### config.mk
export PLATFORM = sky130hd
export DESIGN_NAME = console_buffer
export DESIGN_NICKNAME = d
export VERILOG_FILES = /design/src/rtl/console_buffer.sv
export SDC_FILE = /design/constraint.sdc
export NUM_CORES = 1
export LEC_CHECK = 0
export CAP_MARGIN = 20
export CORE_MARGIN = 3
export CORE_UTILIZATION = 30
export DETAILED_ROUTE_END_ITERATION = 8
export GPL_TIMING_DRIVEN = 0
export SLEW_MARGIN = 40
export SYNTH_ARGS = -nofsm -noshare
export SYNTH_HDL_FRONTEND = slang
export SYNTH_HIERARCHICAL = 1
export SYNTH_SLANG_ARGS = --single-unit
export TNS_END_PERCENT = 1
### constraint.sdc
create_clock -name CLK -period 4.6 [get_ports CLK]
set_input_delay 1.38 -clock CLK [delete_from_list [all_inputs] [get_ports CLK]]
set_output_delay 1.38 -clock CLK [all_outputs]
set_load 0.02 [all_outputs]
### src/rtl/console_buffer.sv
// Console buffer: TX FIFO toward the console sink, RX FIFO fed by a valid/ack capture FSM.
// Optional CONSOLE_BUFFER_ECHO_EN loops every captured RX byte back into the TX FIFO.

module console_buffer_fifo #(
  parameter int DATA_W = 8,
  parameter int DEPTH  = 16
) (
  input  logic                       clk,
  input  logic                       rst_n,
  input  logic                       push,
  input  logic [DATA_W-1:0]          wdata,
  input  logic                       pop,
  output logic                       full,
  output logic                       empty,
  output logic [$clog2(DEPTH):0]     count,
  output logic [DATA_W-1:0]          head
);
  localparam int AW = $clog2(DEPTH);

  logic [DATA_W-1:0] mem [DEPTH];
  logic [AW-1:0]     wptr;
  logic [AW-1:0]     rptr;
  logic [AW-1:0]     rptr_nxt;
  logic [AW:0]       cnt;
  logic [DATA_W-1:0] head_q;
  logic [DATA_W-1:0] head_nxt;
  logic              do_push;
  logic              do_pop;

  assign full    = (cnt == (AW+1)'(DEPTH));
  assign empty   = (cnt == '0);
  assign do_push = push && !full;
  assign do_pop  = pop && !empty;

  // Head is registered so the read side never sees a combinational path from pop.
  // When the slot that becomes head is being written this edge, forward the write data.
  assign rptr_nxt = do_pop ? rptr + 1'b1 : rptr;
  assign head_nxt = (do_push && (wptr == rptr_nxt)) ? wdata : mem[rptr_nxt];

  // NOTE: storage has no reset; pointers and count define what is valid, so clearing it buys nothing.
  always_ff @(posedge clk) begin
    if (do_push) mem[wptr] <= wdata;
  end

  // NOTE: sequential state uses non-blocking assignments so every register sees pre-edge values.
  always_ff @(posedge clk or negedge rst_n) begin
    if (!rst_n) begin
      wptr   <= '0;
      rptr   <= '0;
      cnt    <= '0;
      head_q <= '0;
    end else begin
      if (do_push) wptr <= wptr + 1'b1;
      rptr   <= rptr_nxt;
      head_q <= head_nxt;
      case ({do_push, do_pop})
        2'b10:   cnt <= cnt + 1'b1;
        2'b01:   cnt <= cnt - 1'b1;
        default: cnt <= cnt;
      endcase
    end
  end

  assign count = cnt;
  assign head  = head_q;
endmodule

module console_buffer #(
  parameter int DATA_W = 8,
  parameter int DEPTH  = 16
) (
  input  logic                    CLK,
  input  logic                    RESET_N,
  input  logic [DATA_W-1:0]       TX_WDATA,
  input  logic                    TX_WE,
  output logic                    TX_FULL,
  output logic [$clog2(DEPTH):0]  TX_COUNT,
  output logic                    TX_OVF,
  output logic [DATA_W-1:0]       CONSOLE_OUT,
  output logic                    CONSOLE_OUT_valid,
  input  logic                    CONSOLE_OUT_ready,
  input  logic [DATA_W-1:0]       CONSOLE_IN,
  input  logic                    CONSOLE_IN_valid,
  output logic                    CONSOLE_IN_ack,
  output logic [DATA_W-1:0]       RX_RDATA,
  input  logic                    RX_RE,
  output logic                    RX_EMPTY,
  output logic [$clog2(DEPTH):0]  RX_COUNT
);
  localparam logic [1:0] ST_IDLE     = 2'd0;
  localparam logic [1:0] ST_ACK      = 2'd1;
  localparam logic [1:0] ST_WAIT_LOW = 2'd2;

  logic [1:0]        state;
  logic [1:0]        state_nxt;
  logic              rx_full;
  logic              tx_empty;
  logic              capture_ok;
  logic              capture;
  logic              tx_push;
  logic [DATA_W-1:0] tx_wdata;

`ifdef CONSOLE_BUFFER_ECHO_EN
  // Processor writes win; echo only fires into a TX slot nobody else wants, so it cannot overflow.
  assign capture_ok = !rx_full && !TX_FULL && !TX_WE;
  assign tx_push    = TX_WE || capture;
  assign tx_wdata   = capture ? CONSOLE_IN : TX_WDATA;
`else
  assign capture_ok = !rx_full;
  assign tx_push    = TX_WE;
  assign tx_wdata   = TX_WDATA;
`endif

  assign capture = (state == ST_IDLE) && CONSOLE_IN_valid && capture_ok;

  // NOTE: default assignment first so no path through the case leaves state_nxt unassigned (no latch).
  always_comb begin
    state_nxt = state;
    case (state)
      ST_IDLE:     if (capture) state_nxt = ST_ACK;
      ST_ACK:      state_nxt = ST_WAIT_LOW;
      ST_WAIT_LOW: if (!CONSOLE_IN_valid) state_nxt = ST_IDLE;
      default:     state_nxt = ST_IDLE;
    endcase
  end

  always_ff @(posedge CLK or negedge RESET_N) begin
    if (!RESET_N) begin
      state  <= ST_IDLE;
      TX_OVF <= 1'b0;
    end else begin
      state <= state_nxt;
      if (TX_WE && TX_FULL) TX_OVF <= 1'b1;
    end
  end

  assign CONSOLE_IN_ack = (state == ST_ACK);

  console_buffer_fifo #(.DATA_W(DATA_W), .DEPTH(DEPTH)) u_tx_fifo (
    .clk   (CLK),
    .rst_n (RESET_N),
    .push  (tx_push),
    .wdata (tx_wdata),
    .pop   (CONSOLE_OUT_ready),
    .full  (TX_FULL),
    .empty (tx_empty),
    .count (TX_COUNT),
    .head  (CONSOLE_OUT)
  );

  assign CONSOLE_OUT_valid = !tx_empty;

  console_buffer_fifo #(.DATA_W(DATA_W), .DEPTH(DEPTH)) u_rx_fifo (
    .clk   (CLK),
    .rst_n (RESET_N),
    .push  (capture),
    .wdata (CONSOLE_IN),
    .pop   (RX_RE),
    .full  (rx_full),
    .empty (RX_EMPTY),
    .count (RX_COUNT),
    .head  (RX_RDATA)
  );
endmodule

Yosys cells after proc, flatten, opt, wreduce, memory -nomap -nowiden
Memories as Yosys holds them, arrays and structs flattened. A register that Yosys moved wholly into a read port is not among the register bits.
Index checks and enable logic that the tools add are counted.
{ "classes": {"addsub": 8, "eq_ne": 10, "mux": 11, "reduce_logical": 19} }
{ "ops": {"columns": ["op", "n"], "rows": [
  ["5-bit case mux with 2 select lines", 2],
  ["4-bit by 1-bit adder with 4-bit output (second input constant)", 4],
  ["5-bit by 1-bit adder with 5-bit output (second input constant)", 2],
  ["5-bit == test (second input constant)", 2],
  ["5-bit zero test", 2],
  ["5-bit by 1-bit subtractor with 5-bit output (second input constant)", 2],
  ["4-bit two-way mux", 2],
  ["1-bit logical AND", 7],
  ["2-bit by 1-bit == test with 1-bit output (second input constant)", 3],
  ["2-bit == test (second input constant)", 3],
  ["1-bit zero test", 6],
  ["2-bit case mux with 3 select lines", 1],
  ["1-bit two-way mux", 4],
  ["2-bit two-way mux", 2],
  ["2-bit nonzero test", 2],
  ["2-bit zero test", 1],
  ["2-bit by 1-bit != test with 1-bit output (second input constant)", 1],
  ["2-bit != test (second input constant)", 1],
  ["2-bit AND reduction", 1]
]} }
{ "word_totals": {"register_bits": 29, "ramBits": 256, "out_inout_bits": 31, "elab_cells": 58, "mem_count": 2} }
{ "mem_list": {"columns": ["name", "depth", "width", "rd", "rd_clocked_by_memory_dff", "wr", "line", "source"], "rows": [
  ["u_rx_fifo.mem", 16, 8, 1, 1, 1, "20", "logic [DATA_W-1:0] mem [DEPTH];"],
  ["u_tx_fifo.mem", 16, 8, 1, 1, 1, "20", null]
]} }

Longest topological paths before layout
Gate-level depths: netlist (run 1).
{ "logic_depth": {"word_depth": 6, "ltp_mapped": 16, "depth_no_buf": 14} }

Modules after synthesis
The synthesis (run 1) kept the hierarchy.
{ "by_module_without_submodules": {"columns": ["module", "n_inst", "cells_each", "area_each_um2", "seq_area_each_um2"], "rows": [
  ["console_buffer_fifo", 2, 495, 7900.1, 4369.2],
  ["console_buffer", 1, 10, 126.4, 75.1]
]} }

Worst setup path before layout (run 1)
OpenSTA, ideal clock, no wires.
{ "synth_path": {"kind": "input -> register", "startpoint": "input CONSOLE_IN_valid", "endpoint": "register u_rx_fifo.cnt[4] (netlist: u_rx_fifo/count[4])", "setup_time_ns": 0.125, "t_arrival_ns": 3.771, "slack_ns": 0.703, "path_stages": 13, "path_buffers": 1, "cell_sequence": "nor4b_1 > a21boi_1 > inv_1 > ha_1 > clkbuf_1 > xor2_1 > ha_1 > o21a_1 > o22a_1 > a21oi_1 > xor2_1 > nor2_1 > xor2_1"} }
{ "synth_between": {"elab_chain_cells": 5, "elab_cells_between_ends": 7} }
{ "synth_rtl": {"columns": ["item", "line", "source"], "rows": [
  ["start: declaration", "83", "input logic CONSOLE_IN_valid,"],
  ["1-bit logical AND * (2 in a row)", "114", "assign capture = (state == ST_IDLE) && CONSOLE_IN_valid && capture_ok;"],
  ["1-bit logical AND *", "32", "assign do_push = push && !full;"],
  ["2-bit by 1-bit == test with 1-bit output or 2-bit == test (tied branches)", "56", "case ({do_push, do_pop})"],
  ["5-bit case mux with 2 select lines or 2-bit nonzero test (tied branches)", null, null],
  ["end signal: assignment", "57", "2'b10: cnt <= cnt + 1'b1;"],
  ["end signal: assignment", "58", "2'b01: cnt <= cnt - 1'b1;"],
  ["end signal: assignment", "59", "default: cnt <= cnt;"],
  ["end: declaration", "24", "logic [AW:0] cnt;"]
]} }
Every way passes the cells marked *; elsewhere a longest branch is shown, timed or not.
A chain may end at the register's enable or synchronous reset.

Worst setup path after layout (run 1)
{ "layout_path": {"startpoint": "input CONSOLE_OUT_ready", "endpoint": "register u_tx_fifo.cnt[4] (netlist: u_tx_fifo/count[4])"} }
{ "layout_between": {"elab_chain_cells": 3, "elab_cells_between_ends": 5} }
{ "layout_rtl": {"columns": ["item", "line", "source"], "rows": [
  ["start: declaration", "81", "input logic CONSOLE_OUT_ready,"],
  ["1-bit logical AND *", "33", "assign do_pop = pop && !empty;"],
  ["2-bit by 1-bit == test with 1-bit output or 2-bit == test (tied branches)", "56", null],
  ["5-bit case mux with 2 select lines or 2-bit nonzero test (tied branches)", null, null],
  ["end signal: assignment", "57", null],
  ["end signal: assignment", "58", null],
  ["end signal: assignment", "59", null],
  ["end: declaration", "24", null]
]} }
Marked as above.

==> results of run 1 <==
==> final cells by class <==
class	instances	area share
Sequential cell	301	0.472
Multi-Input combinational cell	606	0.364
Clock buffer	47	0.0549
Tap cell	680	0.0455
Timing Repair Buffer	53	0.0288
Buffer	78	0.0210
Clock inverter	21	0.0106
Inverter	15	0.00301
==> layer usage <==
layer  routed length, um  vias up  part of all wire  track usage
met5                   0        -                 0            0
met4                1390        0             0.032       0.0588
met3                3430       86             0.079       0.0330
met2               21300      538              0.49        0.251
met1               17500     5300              0.40        0.198
li1                    -     4277                 -            -
==> sequential cells by signal (all words and copies together), names as in the netlist <==
register         flops
u_rx_fifo/mem      128
u_tx_fifo/mem      128
u_rx_fifo/head       8
u_tx_fifo/head       8
u_rx_fifo/count      5
u_tx_fifo/count      5
u_rx_fifo/rptr       4
u_rx_fifo/wptr       4
u_tx_fifo/rptr       4
u_tx_fifo/wptr       4
state                2
TX_OVF               1
==> logic make-up (layout without fill, tap and decap cells) <==
group | count (synthesis) | in the layout
and+or+nand+nor | 167 | 167
DFF | 301 | 301
AOI/OAI and AO/OA | 171 | 171
muxes | 216 | 216
adders and majority gates | 18 | 18
buffers and inverters | 93 | 214
xor gates and xnor gates | 34 | 34
==> per-stage QoR <==
step / util / power [mW] / TNS [ns]
global route: 0.360 / 13.9 / 0
global placement: 0.333 / 10.2 / -0.793
finish: 0.360 / 13.3 / 0
CTS: 0.359 / 13.3 / 0
detailed placement: 0.335 / 10.3 / -0.369
floorplan: - / 8.31 / 0
==> Yosys cell counts (18+ instances only) <==
master                     number
sky130_fd_sc_hd__mux4_2       154
sky130_fd_sc_hd__clkbuf_1      34
sky130_fd_sc_hd__xnor2_1       20
sky130_fd_sc_hd__buf_2         28
sky130_fd_sc_hd__nor2_1        54
sky130_fd_sc_hd__a21oi_1       26
sky130_fd_sc_hd__ha_1          18
sky130_fd_sc_hd__edfxtp_1     256
sky130_fd_sc_hd__nor3_1        18
sky130_fd_sc_hd__a211oi_1      18
sky130_fd_sc_hd__mux2i_1       40
sky130_fd_sc_hd__nand2_1       44
sky130_fd_sc_hd__dfrtp_1       45
sky130_fd_sc_hd__o21ai_0       38
sky130_fd_sc_hd__mux2_2        22
==> path summary, 6_finish.rpt <==
path                               startpoint                 end  slack (ns)  cells past startpoint
max in group asynchronous             RESET_N  u_rx_fifo/count[2]        3.40                      2
min                                    TX_OVF              TX_OVF        0.48                      1
min reg2reg                            TX_OVF              TX_OVF        0.48                      1
max reg2reg                u_tx_fifo/count[2]  u_tx_fifo/count[4]        0.91                     15
min in group asynchronous             RESET_N  u_tx_fifo/count[4]        0.69                      1
max                         CONSOLE_OUT_ready  u_tx_fifo/count[4]        0.36                     14
==> power by group <==
part | internal, mW | switching [mW] | leakage (nW)
sequential | 3.39 | 0.253 | 2.84
combinational | 3.01 | 3.73 | 2.64
clock | 1.76 | 1.16 | 0.605
==> what timing repair did <==
item	CTS	global route
gates resized for setup	0	1
hold buffers	0	0
setup endpoints to repair	0	1
==> reports/summary.log, run 1 <==
INFO  status         outcome=completed
INFO  routing        number_of_nets_with_antenna_violations_after_detailed_routing=0
INFO  logic_synthesis count_of_flip_flops_with_a_built_in_enable_after_synthesis=256
INFO  timing         final_critical_path_setup_slack=0.356ns
INFO  logic_synthesis synth_top_family_by_area=multiplexers
INFO  routing        drtIter0Drc=1,097
INFO  die            die_x=236um
INFO  die            rows=83
INFO  timing         hold_slack_final=0.481ns
INFO  clocking       post-cts-setup-buffer-count=0
INFO  timing         final_max_slew_viol_count=0
INFO  logic_synthesis synth.mux.area_fraction=0.258
INFO  die            die_h=236um
INFO  critical_path  worst_setup_path_start_kind=primary input
INFO  logic_synthesis mappedNetlistArea=15,900um^2
INFO  logic_synthesis avgSynthCellArea=15.9um^2
INFO  final_layout   final.fill_count=4,856
INFO  job            cap_viol_max_count=0
INFO  timing         grt_setup_unrepaired=no
INFO  logic_synthesis ys.warnings.count=6
INFO  die            initial_utilization=0.307
INFO  timing         worst_pin_slew=0.883ns
INFO  global_route   antenna_found_initial=0
INFO  power_and_ir_drop irDropWorstVdd=0.297mV
INFO  clocking       numCtsBuffers=37
INFO  clocking       clock_tree.buffer_depth=3
INFO  clocking       cts.htree.levels=2
INFO  critical_path  worstPathBufferInverterCount=4
INFO  critical_path  worstPathRequired=5.03ns
INFO  routing        number_of_drc_violations_after_detailed_routing=0
INFO  logic_synthesis synth-compound-area-share=0.0760
INFO  clocking       tritoncts_clock_tree=done
INFO  final_layout   nets=1,132
INFO  logic_synthesis yosys.area_share.xor_xnor=0.0196
INFO  logic_synthesis yosys.area.top_type_share=0.483
INFO  timing         fin_crit=4.24ns
INFO  logic_synthesis synth_simple_gate_area_share=0.0504
INFO  critical_path  critical_path.cell_chain=clkdlybuf4s50_1 -> o31ai_4 -> inv_2 -> clkbuf_1 -> ha_1 -> clkbuf_1 -> xor2_1 -> ha_1 -> o21a_1 -> o22a_1 -> a21oi_1 -> xor2_1 -> nor2_1 -> xor2_1
INFO  global_route   grt_first_pass_wirelength=65,000um
INFO  critical_path  cell_class_contributing_the_biggest_share_of_worst_path_delay=buffers and inverters
INFO  critical_path  worst_path_largest_cell_delay=0.63ns
INFO  routing        wl_per_cell=24.2um
INFO  placement      placed_area=17,400um^2
INFO  final_layout   final_cell_mix=256 x sky130_fd_sc_hd__edfxtp_1, 154 x sky130_fd_sc_hd__mux4_2, 51 x sky130_fd_sc_hd__clkdlybuf4s50_1, 45 x sky130_fd_sc_hd__dfrtp_1, 44 x sky130_fd_sc_hd__nand2_1
INFO  placement      post-place-ws=-0.202ns
INFO  critical_path  timing.critical_path.fanout_max=11
INFO  final_layout   number_of_cells_in_the_finished_layout_apart_from_fillers=1,801
INFO  logic_synthesis netlist-cell-type-count=52
INFO  logic_synthesis ys_seq_elements=301
INFO  logic_synthesis synthCells=1,000
INFO  placement      gpl.final_weighted_congestion=0.874
INFO  logic_synthesis synth.top_cells.by_area=sky130_fd_sc_hd__edfxtp_1 48%, sky130_fd_sc_hd__mux4_2 22%, sky130_fd_sc_hd__dfrtp_1 7.1%
INFO  logic_synthesis mappedNetlistNets=1,040
INFO  die            die_area=55,900um^2
INFO  die            design.portCount=53
INFO  logic_synthesis synth_flop_cell=sky130_fd_sc_hd__edfxtp_1
INFO  logic_synthesis library_cell_with_the_largest_summed_area_after_synthesis=sky130_fd_sc_hd__edfxtp_1
INFO  final_layout   multi_input_area=6810um^2
INFO  power_and_ir_drop power_density=712nW/um^2
INFO  placement      portBuffers=52
INFO  die            core_area=51,900um^2
INFO  clocking       clk_pin_slew=0.05ns
INFO  critical_path  crit_type=in -> reg
INFO  routing        via_per_inst=5.66
INFO  worst_hold_path min-delay-path-class=reg -> reg
INFO  final_layout   register_area=8810um^2
INFO  placement      dpl.cell_count=1,733
INFO  timing         period_utilization=0.923
INFO  critical_path  path_common_cell=sky130_fd_sc_hd__xor2_1
INFO  placement      hpwl=28,500um
INFO  final_layout   insertedDiodeCount=0
INFO  logic_synthesis synthAdderAreaFrac=0.0141
INFO  routing        route.vias.total=10,200
INFO  global_route   grt_max_degree=33
INFO  global_route   gr-total-overflow=0
INFO  critical_path  cp-end-kind=flop
INFO  routing        dr.pass1.iters=5
INFO  timing         maximum_clock_frequency=236MHz
INFO  global_route   first_global_vias=10,500
INFO  final_layout   final_design_area_no_fill=18,700um^2
INFO  final_layout   drive_gt1_frac=0.296
INFO  power_and_ir_drop power_leakage=6.08nW
INFO  timing         clock-skew-final=0.0207ns
INFO  global_route   gr-usage-all-layers=0.153
INFO  final_layout   leading_cell_type_in_the_layout_fill_and_taps_excluded=sky130_fd_sc_hd__edfxtp_1
INFO  final_layout   synthesis_to_finish_area_growth=17.3%
INFO  logic_synthesis synth-seq-area-share=0.553
INFO  timing         max_slew_margin=0.411
INFO  clocking       clock_sinks=301
INFO  routing        detail_route.wirelength=43,600um
INFO  timing         setup-violations-final=0
INFO  clocking       worstSkewPairLatency=0.55ns
INFO  critical_path  cpMaxStageDelayCell=sky130_fd_sc_hd__clkdlybuf4s50_1
INFO  timing         final_hold_viol_count=0
INFO  clocking       ctsRootBufferMaster=sky130_fd_sc_hd__clkbuf_16
INFO  logic_synthesis postSynth.asyncResetShare=0.150
INFO  critical_path  critical_path_arrival=4.67ns
(Power assumes the default switching activity.)
==> run 2, diff against run 1 <==
--- a/config.mk
+++ b/config.mk
@@ -7,10 +7,11 @@
 export LEC_CHECK = 0
 export CAP_MARGIN = 20
 export CORE_MARGIN = 3
-export CORE_UTILIZATION = 30
+export CORE_UTILIZATION = 62
 export DETAILED_ROUTE_END_ITERATION = 8
 export GPL_TIMING_DRIVEN = 0
-export SLEW_MARGIN = 40
+export PLACE_DENSITY = 0.8
+export SLEW_MARGIN = 25
 export SYNTH_ARGS = -nofsm -noshare
 export SYNTH_HDL_FRONTEND = slang
 export SYNTH_HIERARCHICAL = 1
==> constraint.sdc (replaced) <==
create_clock -name CLK -period 4.4 [get_ports CLK]
set_input_delay 1.32 -clock CLK [delete_from_list [all_inputs] [get_ports CLK]]
set_output_delay 1.32 -clock CLK [all_outputs]
set_load 0.02 [all_outputs]
==> reports/summary.log, run 2 (synthesis gave the netlist of run 1 again) <==
INFO  status         outcome=completed
INFO  clocking       clk_pin_slew=0.07ns [+0.02 ns]
INFO  power_and_ir_drop power.net_switching=5.16mW [+0.32%]
INFO  routing        number_of_nets_with_antenna_violations_after_detailed_routing=0 [unchanged]
INFO  routing        wl_per_cell=28.6um [+18%]
INFO  timing         final_hold_viol_count=0 [unchanged]
INFO  timing         fin_crit=4.09ns
INFO  final_layout   drive_gt1_frac=0.266 [-0.0304]
INFO  final_layout   leading_cell_type_in_the_layout_fill_and_taps_excluded=sky130_fd_sc_hd__edfxtp_1
INFO  routing        drtIter0Drc=1,308 [+19%]
INFO  timing         final_critical_path_setup_slack=0.314ns [-0.0420 ns]
INFO  final_layout   final_design_area_no_fill=17,900um^2 [-4.0%]
INFO  power_and_ir_drop power_leakage=5.94nW [-2.3%]
INFO  global_route   gr-total-overflow=0 [unchanged]
INFO  die            die_h=166um [-30%]
INFO  power_and_ir_drop pwr-share-clk=0.193 [-0.026]
INFO  critical_path  crit_type=in -> reg
INFO  clocking       numCtsBuffers=31 [-16%]
INFO  clocking       post-cts-setup-buffer-count=0 [unchanged]
INFO  placement      placed_area=16,900um^2 [-2.8%]
INFO  clocking       cts.htree.levels=1 [-1]
INFO  final_layout   nets=1,126 [-0.53%]
INFO  die            die_area=27,600um^2 [-51%]
INFO  power_and_ir_drop power_density=743nW/um^2 [+4.4%]
INFO  timing         period_utilization=0.929
INFO  critical_path  critical_path_arrival=4.54ns [-0.13 ns]
INFO  timing         setup-violations-final=0 [unchanged]
INFO  routing        dr.pass1.iters=6 [+1]
INFO  final_layout   final.fill_count=1,580 [-67%]
INFO  worst_hold_path min-delay-path-class=reg -> reg
INFO  critical_path  worst_setup_path_start_kind=primary input
INFO  final_layout   layout_top_registers=u_rx_fifo/mem x128, u_tx_fifo/mem x128
INFO  placement      post-place-ws=-0.340ns [-0.138 ns]
INFO  final_layout   finalCoreUtilization=0.712 [+0.352]
INFO  critical_path  cp-end-kind=flop
INFO  job            cap_viol_max_count=0 [unchanged]
INFO  power_and_ir_drop final_power=13.3mW [+0.22%]
INFO  timing         clock-skew-final=0.0203ns [-0.000454 ns]
INFO  global_route   gr-usage-all-layers=0.294 [+0.142]
INFO  global_route   first_global_vias=10,800 [+3.0%]
INFO  timing         max_slew_margin=0.252 [-0.160]
INFO  die            initial_utilization=0.632 [+0.326]
INFO  final_layout   final_cell_mix=256 x sky130_fd_sc_hd__edfxtp_1, 154 x sky130_fd_sc_hd__mux4_2, 51 x sky130_fd_sc_hd__clkdlybuf4s50_1, 49 x sky130_fd_sc_hd__nor2_1, 45 x sky130_fd_sc_hd__dfrtp_1
INFO  timing         worst_pin_slew=1.12ns [+0.235 ns]
INFO  placement      portBuffers=52 [unchanged]
INFO  timing         grt_setup_unrepaired=no
INFO  clocking       worstSkewPairLatency=0.57ns [+0.02 ns]
INFO  die            core_area=25,200um^2 [-52%]
INFO  timing         timing.setup.tns=0ns [unchanged]
INFO  power_and_ir_drop switching_share=0.387 [about the same]
INFO  placement      gpl.final_weighted_congestion=0.937 [+7.3%]
INFO  die            rows=58 [-30%]
INFO  global_route   grt_first_pass_wirelength=62,700um [-3.6%]
INFO  die            die_x=166um [-30%]
INFO  power_and_ir_drop combinationalPowerShare=0.521 [+0.014]
INFO  final_layout   synthesis_to_finish_area_growth=12.6%
INFO  global_route   antenna_found_initial=0 [unchanged]
INFO  power_and_ir_drop sequential_share_of_power=0.285 [+0.011]
INFO  clocking       tritoncts_clock_tree=done
INFO  timing         maximum_clock_frequency=245MHz
INFO  clocking       clock_tree.buffer_depth=3 [unchanged]
INFO  timing         final_max_slew_viol_count=0 [unchanged]
INFO  clocking       cts_stage_hold_buffer_count=0 [unchanged]
INFO  critical_path  timing.critical_path.fanout_max=11 [unchanged]
INFO  routing        detail_route.wirelength=41,200um [-5.5%]
INFO  final_layout   insertedDiodeCount=0 [unchanged]
INFO  critical_path  worstPathRequired=4.85ns [-0.18 ns]
INFO  clocking       clock_sinks=301 [unchanged]
INFO  routing        route.vias.total=10,400 [+2.4%]
INFO  global_route   grt_max_degree=32 [-3.0%]
INFO  routing        number_of_drc_violations_after_detailed_routing=0 [unchanged]
INFO  placement      hpwl=27,300um [-4.3%]
INFO  power_and_ir_drop irDropWorstVdd=0.503mV [+69%]
INFO  power_and_ir_drop cell_internal_pwr=8.16mW [+0.16%]
INFO  die            design.portCount=53 [unchanged]
INFO  clocking       ctsRootBufferMaster=sky130_fd_sc_hd__clkbuf_16
INFO  routing        via_per_inst=7.25 [+28%]
[run 2: per-stage QoR]
step	instances	hold slack, ns
after global routing	1440	0.493
after global placement	1382	0.438
after CTS	1440	0.466
after floorplan	1000	0.437
after detailed placement	1383	0.452
final	1440	0.462
[run 2: power groups by stage]
| stage | Sequential (mW) | Clock, mW | Combinational [mW] |
|---|---|---|---|
| 2_1_floorplan | 3.94 | 0 | 4.75 |
| 3_3_place_gp | 3.83 | 0 | 6.65 |
| 3_5_place_dp | 3.85 | 0 | 6.77 |
| 4_1_cts | 3.79 | 2.61 | 6.83 |
| 5_1_grt | 3.84 | 2.73 | 7.30 |
| 6_report | 3.80 | 2.58 | 6.95 |
[run 2: worst max-delay path: stages]
cell	delay, ns
sky130_fd_sc_hd__clkdlybuf4s50_1	0.64
sky130_fd_sc_hd__o31ai_4	0.18
sky130_fd_sc_hd__inv_2	0.11
sky130_fd_sc_hd__clkbuf_1	0.46
sky130_fd_sc_hd__ha_1	0.28
sky130_fd_sc_hd__clkbuf_1	0.30
sky130_fd_sc_hd__xor2_1	0.11
sky130_fd_sc_hd__ha_1	0.22
sky130_fd_sc_hd__o21a_1	0.17
sky130_fd_sc_hd__o22a_1	0.18
sky130_fd_sc_hd__a21oi_1	0.18
sky130_fd_sc_hd__xor2_1	0.17
sky130_fd_sc_hd__nor2_1	0.06
sky130_fd_sc_hd__xor2_1	0.15
[run 2: worst paths after layout]
| check | cells after the start | slack [ns] | from | endpoint |
|---|---|---|---|---|
| worst max register to register | 15 | 0.73 | u_rx_fifo/count[2] | u_rx_fifo/count[4] |
| worst min register to register | 1 | 0.46 | TX_OVF | TX_OVF |
| worst max-delay path | 14 | 0.31 | RX_RE | u_rx_fifo/count[4] |
| max in group asynchronous | 2 | 3.28 | RESET_N | u_rx_fifo/count[3] |
| worst min-delay path | 1 | 0.46 | TX_OVF | TX_OVF |
| min in group asynchronous | 1 | 0.64 | RESET_N | u_tx_fifo/head[2] |
[run 2: cell type report]
class	instances	area, um^2	share of cell area
clock buffers	39	826	0.0461
well taps	330	413	0.0230
plain buffers	78	388	0.0216
repair buffers	53	538	0.0300
multi-input cells	606	6730	0.375
clock inverters	18	171	0.00956
inverters	15	56.3	0.00314
flip-flops and latches	301	8810	0.492
[run 2: routing by layer]
| layer | global-route usage | routed length (um) | vias to the layer above | share of wire |
|---|---|---|---|---|
| met3 | 0.0514 | 3990 | 167 | 0.097 |
| met1 | 0.371 | 14200 | 5260 | 0.35 |
| met5 | 0 | 0 | - | 0 |
| li1 | - | - | 4267 | - |
| met2 | 0.508 | 20900 | 752 | 0.51 |
| met4 | 0.131 | 2100 | 0 | 0.051 |
[run 2: what timing repair did]
action	4_1_cts	5_1_grt
setup endpoints to repair	0	1
hold endpoints to repair	0	0
gates resized for setup	0	1
